**src/rtl/glyph_pixel_pipe.sv**
```systemverilog
// glyph_pixel_pipe: 3-stage text-mode pixel pipeline, unified 8x16 font with integer scaling, blink and inverse video.
// Ports: clk, reset (sync, active-high); pix_en advances the pipeline; frame_tick drives the blink counter;
// video_on_in/hsync_in/vsync_in, pixel_x/pixel_y, char_code, attr_blink/attr_inv, fg_rgb/bg_rgb are sampled on pix_en;
// rgb_out, hsync_out, vsync_out, video_on_out, glyph_bit appear 3 pix_en steps later; blink_phase is the live blink state.
module glyph_pixel_pipe #(
  parameter int CODE_W       = 5,
  parameter int SCALE_LOG2   = 0,
  parameter int X_W          = 10,
  parameter int RGB_W        = 8,
  parameter int BLINK_FRAMES = 30
) (
  input  logic              clk,
  input  logic              reset,
  input  logic              pix_en,
  input  logic              frame_tick,
  input  logic              video_on_in,
  input  logic              hsync_in,
  input  logic              vsync_in,
  input  logic [X_W-1:0]    pixel_x,
  input  logic [X_W-1:0]    pixel_y,
  input  logic [CODE_W-1:0] char_code,
  input  logic              attr_blink,
  input  logic              attr_inv,
  input  logic [RGB_W-1:0]  fg_rgb,
  input  logic [RGB_W-1:0]  bg_rgb,
  output logic [RGB_W-1:0]  rgb_out,
  output logic              hsync_out,
  output logic              vsync_out,
  output logic              video_on_out,
  output logic              glyph_bit,
  output logic              blink_phase
);
  // Each glyph is 16 rows packed with row 0 in the top byte; bit 7 of a row is the leftmost pixel.
  function automatic logic [127:0] glyph(input int c);
    case (c)
      0:  glyph = 128'h003C4242_42424242_42424242_423C0000;
      1:  glyph = 128'h00081828_08080808_08080808_083E0000;
      2:  glyph = 128'h003C4202_02040810_20404040_407E0000;
      3:  glyph = 128'h003C4202_02021C02_02020202_423C0000;
      4:  glyph = 128'h00040C14_2444447E_04040404_04040000;
      5:  glyph = 128'h007E4040_407C0202_02020202_423C0000;
      6:  glyph = 128'h003C4040_407C4242_42424242_423C0000;
      7:  glyph = 128'h007E0202_04040808_10101010_10100000;
      8:  glyph = 128'h003C4242_42423C42_42424242_423C0000;
      9:  glyph = 128'h003C4242_4242423E_02020202_023C0000;
      10: glyph = 128'h00000000_00300000_00000030_00000000;
      11: glyph = 128'h04040404_08080808_10101010_20202040;
      12: glyph = 128'h00001038_44444444_4444FE00_10000000;
      13: glyph = 128'h00000000_387CFEFE_FE7C3800_00000000;
      15: glyph = 128'h00182442_42427E42_42424242_42420000;
      16: glyph = 128'h003C4240_40404040_40404040_423C0000;
      17: glyph = 128'h007E4040_40407C40_40404040_407E0000;
      18: glyph = 128'h007E4040_40407C40_40404040_40400000;
      19: glyph = 128'h00424242_42427E42_42424242_42420000;
      20: glyph = 128'h003E0808_08080808_08080808_083E0000;
      21: glyph = 128'h0042665A_5A424242_42424242_42420000;
      22: glyph = 128'h00182442_42424242_42424242_24180000;
      23: glyph = 128'h007C4242_42427C48_44444242_42420000;
      24: glyph = 128'h007F0808_08080808_08080808_08080000;
      default: glyph = '0;
    endcase
  endfunction
  logic [CODE_W-1:0] s1_code;
  logic [3:0]        s1_row;
  logic [2:0]        s1_col, s2_col;
  logic [7:0]        s2_byte, cnt;
  logic              s1_blink, s1_inv, s2_blink, s2_inv;
  logic [RGB_W-1:0]  s1_fg, s1_bg, s2_fg, s2_bg;
  logic [2:0]        s1_sync, s2_sync;
  logic [127:0]      g;
  logic              gb, lit;
  assign g   = glyph(int'(s1_code));
  assign gb  = s2_byte[~s2_col];
  // blink_phase here is the pre-tick value, so a same-cycle frame_tick only affects later pixels
  assign lit = (gb & ~(s2_blink & blink_phase)) ^ s2_inv;
  always_ff @(posedge clk) begin
    if (reset) begin
      {s1_code, s1_row, s1_col, s1_blink, s1_inv, s1_fg, s1_bg, s1_sync} <= '0;
      {s2_byte, s2_col, s2_blink, s2_inv, s2_fg, s2_bg, s2_sync} <= '0;
      {rgb_out, glyph_bit, video_on_out, hsync_out, vsync_out} <= '0;
    end else if (pix_en) begin
      s1_code  <= char_code;
      s1_row   <= 4'(pixel_y >> SCALE_LOG2);
      s1_col   <= 3'(pixel_x >> SCALE_LOG2);
      s1_blink <= attr_blink;
      s1_inv   <= attr_inv;
      s1_fg    <= fg_rgb;
      s1_bg    <= bg_rgb;
      s1_sync  <= {video_on_in, hsync_in, vsync_in};
      s2_byte  <= g[{~s1_row, 3'b000} +: 8];
      s2_col   <= s1_col;
      s2_blink <= s1_blink;
      s2_inv   <= s1_inv;
      s2_fg    <= s1_fg;
      s2_bg    <= s1_bg;
      s2_sync  <= s1_sync;
      glyph_bit <= gb;
      rgb_out   <= s2_sync[2] ? (lit ? s2_fg : s2_bg) : '0;
      {video_on_out, hsync_out, vsync_out} <= s2_sync;
    end
  end
  always_ff @(posedge clk) begin
    if (reset) begin
      cnt         <= '0;
      blink_phase <= 1'b0;
    end else if (frame_tick) begin
      cnt         <= (cnt == 8'(BLINK_FRAMES - 1)) ? '0 : cnt + 8'd1;
      blink_phase <= blink_phase ^ (cnt == 8'(BLINK_FRAMES - 1));
    end
  end
endmodule

```
**config.mk**
```make
export PLATFORM = sky130hd
export DESIGN_NAME = glyph_pixel_pipe
export DESIGN_NICKNAME = d
export VERILOG_FILES = /design/src/rtl/glyph_pixel_pipe.sv
export SDC_FILE = /design/constraint.sdc
export NUM_CORES = 1
export LEC_CHECK = 0
export BUFFER_PORTS_ARGS = -buffer_cell sky130_fd_sc_hd__buf_2
export CORE_ASPECT_RATIO = 1.25
export CORE_MARGIN = 4
export CORE_UTILIZATION = 40
export DETAILED_ROUTE_END_ITERATION = 10
export GPL_ROUTABILITY_DRIVEN = 0
export SYNTH_ARGS = -nofsm -noshare
export SYNTH_HDL_FRONTEND = slang
export SYNTH_SLANG_ARGS = --single-unit
```
**constraint.sdc**
```tcl
create_clock -name clk -period 3.65 [get_ports clk]
set_clock_uncertainty 0.05 [all_clocks]
set_input_delay 0.73 -clock clk [delete_from_list [all_inputs] [get_ports clk]]
set_output_delay 0.73 -clock clk [all_outputs]
set_load 0.01 [all_outputs]
```
=== Yosys cells after proc, flatten, opt, wreduce, memory -nomap -nowiden ===
Memory sizes are Yosys's and may differ from the RTL's. A register that Yosys moved wholly into a read port is not among the register bits.
Cells that the tools add are included.

* Input port bits: 50
* Bits in registers: 86
* Bits in read-only memories: 2752
* Output and inout port bits: 13
* Word-level logic and storage cells: 41
* Memories kept: 1

{| class="wikitable"
|+ Memory list
! memory !! words !! width !! rd ports !! clocked after Yosys merged registers in !! wr ports !! RTL line !! text
|-
| (name not given) || 32 || 86 || 1 || 1 || 0 || 35 || <nowiki>case (c)</nowiki>
|}

* Shift-type cells: 1
* Multiplexer cells: 7
* Bitwise logic cells: 7
* Order comparisons: 1
* Equality and inequality tests: 1
* Add/subtract/negate cells: 1

{| class="wikitable"
|+ Operators with widths
! operator !! count
|-
| indexed part select 128 x 8 -> 8 bit || 1
|-
| 2-to-1 mux 8 bit || 3
|-
| 2-to-1 mux 5 bit || 2
|-
| adder 8 x 1 -> 8 bit (second input constant) || 1
|-
| == test 8 x 5 -> 1 bit (second input constant) || 1
|-
| < comparator 3 x 4 -> 1 bit (second input constant) || 1
|-
| NOT 4 bit || 1
|-
| binary-select mux 1 bit (select 3 bit) || 1
|-
| NOT 3 bit || 1
|-
| bitwise AND 1 bit || 2
|-
| XOR 1 bit || 2
|-
| 2-to-1 mux 1 bit || 1
|-
| NOT 1 bit || 1
|}

=== Logic depth before layout (Yosys ltp) ===
* Depth in word-level cells: 7
* Depth in mapped cells: 10
* Depth with buffers taken out: 9

=== Worst setup path before layout ===
No wires, ideal clock.

* Path type: in2reg
* Start point: input port pix_en
* End point: register, netlist name g[33]
* Path buffers: 2
* Library setup time: 0.120 ns
* Path slack: 0.811 ns
* Data required time: 3.480 ns
* Stages: 8
* Data arrival time: 2.669 ns
* Cells stage by stage: buf_6 > mux2_2 > nand2_1 > clkinv_1 > ha_1 > clkbuf_1 > a221o_1 > or2_1

* Word-level cells in the longest chain between the ends: 2

{| class="wikitable"
|+ Ends and longest elaborated chain
! what !! RTL line !! text
|-
| from (decl) || 14 || <nowiki>input logic pix_en,</nowiki>
|-
| 2-to-1 mux 5 bit (no source line) (2 in series) || -- ||
|}

Every way passes these cells.
A chain may end at the register's enable or synchronous reset.

=== Worst setup path after layout ===
* Start point: input port pix_en
* End point: register, netlist name g[33]

* Word-level cells in the longest chain between the ends: 2

{| class="wikitable"
|+ Ends and longest elaborated chain
! what
|-
| 2-to-1 mux 5 bit (no source line) (2 in series)
|}

Every way passes these cells.

==> impl_metrics.json <==
{
  "die_w_um": 128.5,
  "clock_sink_count": 161,
  "layout.area.seq_mm2": 0.003223,
  "fmax_ghz": 0.3560,
  "vias": 5870,
  "cpLargestDelayFamily": "simple AND/OR/NAND/NOR gates",
  "pin_count": 63,
  "syn_avg_cell_area_um2": 9.184,
  "num_rows": 54,
  "synthSimpleGateAreaFrac": 0.1816,
  "antenna_found_initial": 0,
  "max_stage_delay_ns": 0.53,
  "overflow": 0,
  "rsz0062_at_grt": "no",
  "wl_per_cell_um": 17.65,
  "setup_viol": 0,
  "synth_area_leaders": "dfxtp_1 44%, mux2i_1 9.5%, nor2_1 5.6%, mux4_2 3.7%, a21oi_1 3.2%",
  "grt_pass1_vias": 5621,
  "crit_chain": "buf_4 > mux2_2 > nand2_1 > clkinv_1 > ha_1 > a221o_1 > or2_1",
  "critPathBufInv": 2,
  "drt-pass1-iter-count": 5,
  "initial_utilization": 0.4115,
  "synthFlopType": "dfxtp_1",
  "clk_latency_ns": 0.43,
  "synth_nets": 849,
  "leakage_nw": 3.464,
  "synth_top_family_by_area": "simple AND/OR/NAND/NOR gates",
  "grt_pass1_wl_um": 30190,
  "yosysTopAreaCell": "dfxtp_1",
  "clk_pin_slew_ns": 0.07,
  "coreArea_mm2": 0.01763,
  "cts_setup_buffers": 0,
  "hold_viol": 0,
  "htreeDepth": 4,
  "slew_violations": 0,
  "slew_headroom": 0.4111,
  "place_hpwl_um": 13100,
  "setup_tns_ns": 0,
  "worst_pin_slew_ns": 0.8822,
  "finalCritPeriodShare": 0.7696,
  "cts_tree": "yes",
  "yosysMostFrequentCell": "dfxtp_1",
  "grtUsageTotal": 0.1893,
  "fin_util": 0.4701,
  "first_iter_violations": 393,
  "clock_tree.root_cell": "clkbuf_16",
  "cap_violations": 0,
  "power_density_mw_per_mm2": 512.9,
  "multiInputGateArea_mm2": 0.003695,
  "ys_types": 69,
  "yosysWarnings": 0,
  "synth_area_mm2": 0.007256,
  "cts_resized": 0,
  "postSynthRegisterBits": 161,
  "wirelength_um": 18680,
  "cp.arrival_ns": 3.07,
  "synthCells": 790,
  "dieArea_mm2": 0.02037,
  "drt-vias-per-instance": 5.548,
  "ys_async_sr_fraction": 0,
  "synth_commonest_cells": "161 x dfxtp_1, 108 x nor2_1, 69 x mux2i_1, 60 x nand2_1, 46 x a21oi_1",
  "fill_cells": 1707,
  "n_antenna_cell": 0,
  "holdBufCountCts": 0,
  "fin_nets": 880,
  "cts_inserted_buffers": 17,
  "synth_compound_area_frac": 0.1528,
  "drc": 0,
  "portBuffers": 49,
  "ys_seq_area_frac": 0.4442,
  "yosys.area_share.adder": 0.01552,
  "ir_drop_mv": 0.3432,
  "cp_max_fo": 19,
  "startpoint_type": "input port",
  "cp-end-kind": "flop",
  "drive_gt1_frac": 0.1607,
  "cts_buffer_depth": 2,
  "area_growth_pct": 14.24,
  "outcome": "completed",
  "crit_required_ns": 3.92,
  "critPathKind": "in2reg",
  "synth_mux_area_frac": 0.1485,
  "min_period_ns": 2.809,
  "hp-class": "reg2reg",
  "grt_max_degree": 74,
  "ant_nets": 0,
  "synth-edff-count": 0,
  "synth_xor_xnor_area_share": 0.01086,
  "die_h_um": 158.6,
  "synth_top_area_share": 0.4442,
  "cp_slowest_cell": "ha_1"
}
==> kinds of logic (layout without fill, tap and decap cells) <==
| logic type | count (synthesis) | count (layout) |
|---|---|---|
| AOI/OAI and AO/OA | 170 | 170 |
| xor gates and xnor gates | 9 | 9 |
| and+or+nand+nor | 276 | 276 |
| DFF | 161 | 161 |
| adders and majority gates | 9 | 9 |
| muxes | 91 | 91 |
| buffers and inverters | 74 | 118 |
==> cell usage in the layout, fill, tap and decap left out, drive strengths merged, types with 4 or more instances in the layout <==
cell,synthesis,routed
a211o,11,11
a211oi,6,6
a21o,10,10
a21oi,46,46
a31oi,4,4
and3,5,5
buf,33,70
clkbuf,25,17
clkinv,2,7
dfxtp,161,161
ha,9,9
inv,14,23
mux2,10,10
mux2i,69,69
mux4,12,12
nand2,61,61
nand2b,12,12
nand3,24,24
nand4,19,19
nand4b,10,10
nor2,108,108
nor2b,5,5
nor3,12,12
o211ai,10,10
o21ai,47,47
o22ai,4,4
or2,5,5
or3,4,4
xor2,6,6
==> per-layer routing <==
metal  track usage  part of all wire
met1        0.2338              0.43
met2        0.3094              0.48
met3       0.04362             0.055
met4       0.09606             0.037
met5             0                 0
==> final timing paths <==
check                     to  cells after the start  slack (ns)        from
setup / recovery       g[33]                      7        0.84      pix_en
hold / removal    rgb_out[4]                      2        0.41  rgb_out[4]
setup reg to reg       g[33]                      6        1.08  s1_code[0]
hold reg to reg   rgb_out[4]                      2        0.41  rgb_out[4]
==> stage by stage <==
step	area, µm²	worst slack, ns	hold WS (ns)	total power, mW	cells
floorplan	7256	0.8107	0.3876	2.331	790
global placement	7676	0.4911	0.3884	2.480	1026
detailed placement	7676	0.4558	0.3979	2.484	1026
CTS	8289	0.9091	0.4148	4.296	1058
global route	8289	0.7515	0.4265	4.436	1058
finish	8289	0.8409	0.4085	4.252	1058
==> worst reg2reg max path: cells and delay by family, from the launching register on <==
kind                     cells  cell delay [ns]
AO/OA/AOI/OAI                1             0.50
adder cells (fa/ha/maj)      1             0.53
buffers and inverters        1             0.27
flip-flops                   1             0.30
multiplexers                 1             0.28
AND/OR/NAND/NOR              2             0.53
==> registers in the layout, summed over array words and instances, names as in the netlist, 3 cells and up <==
| signal | count |
|---|---|
| cnt | 8 |
| g | 75 |
| rgb_out | 8 |
| s1_bg | 8 |
| s1_code | 5 |
| s1_col | 3 |
| s1_fg | 8 |
| s1_row | 4 |
| s1_sync | 3 |
| s2_bg | 8 |
| s2_byte | 8 |
| s2_col | 3 |
| s2_fg | 8 |
| s2_sync | 3 |
==> cell type report <==
cell class,count,area share
multi-input cells,555,0.4457
repair buffers,70,0.05042
inverters,16,0.007245
clock buffers,17,0.05132
well taps,224,0.03381
clock inverters,15,0.02264
flip-flops and latches,161,0.3888
==> report_power, final <==
part	leakage (nW)	internal [mW]	total [mW]	switching, mW
combinational	1.84	0.215	0.509	0.294
sequential	1.32	1.88	1.94	0.0616
clock	0.299	0.987	1.81	0.818
No activity file was read; power rests on OpenSTA's default activity.
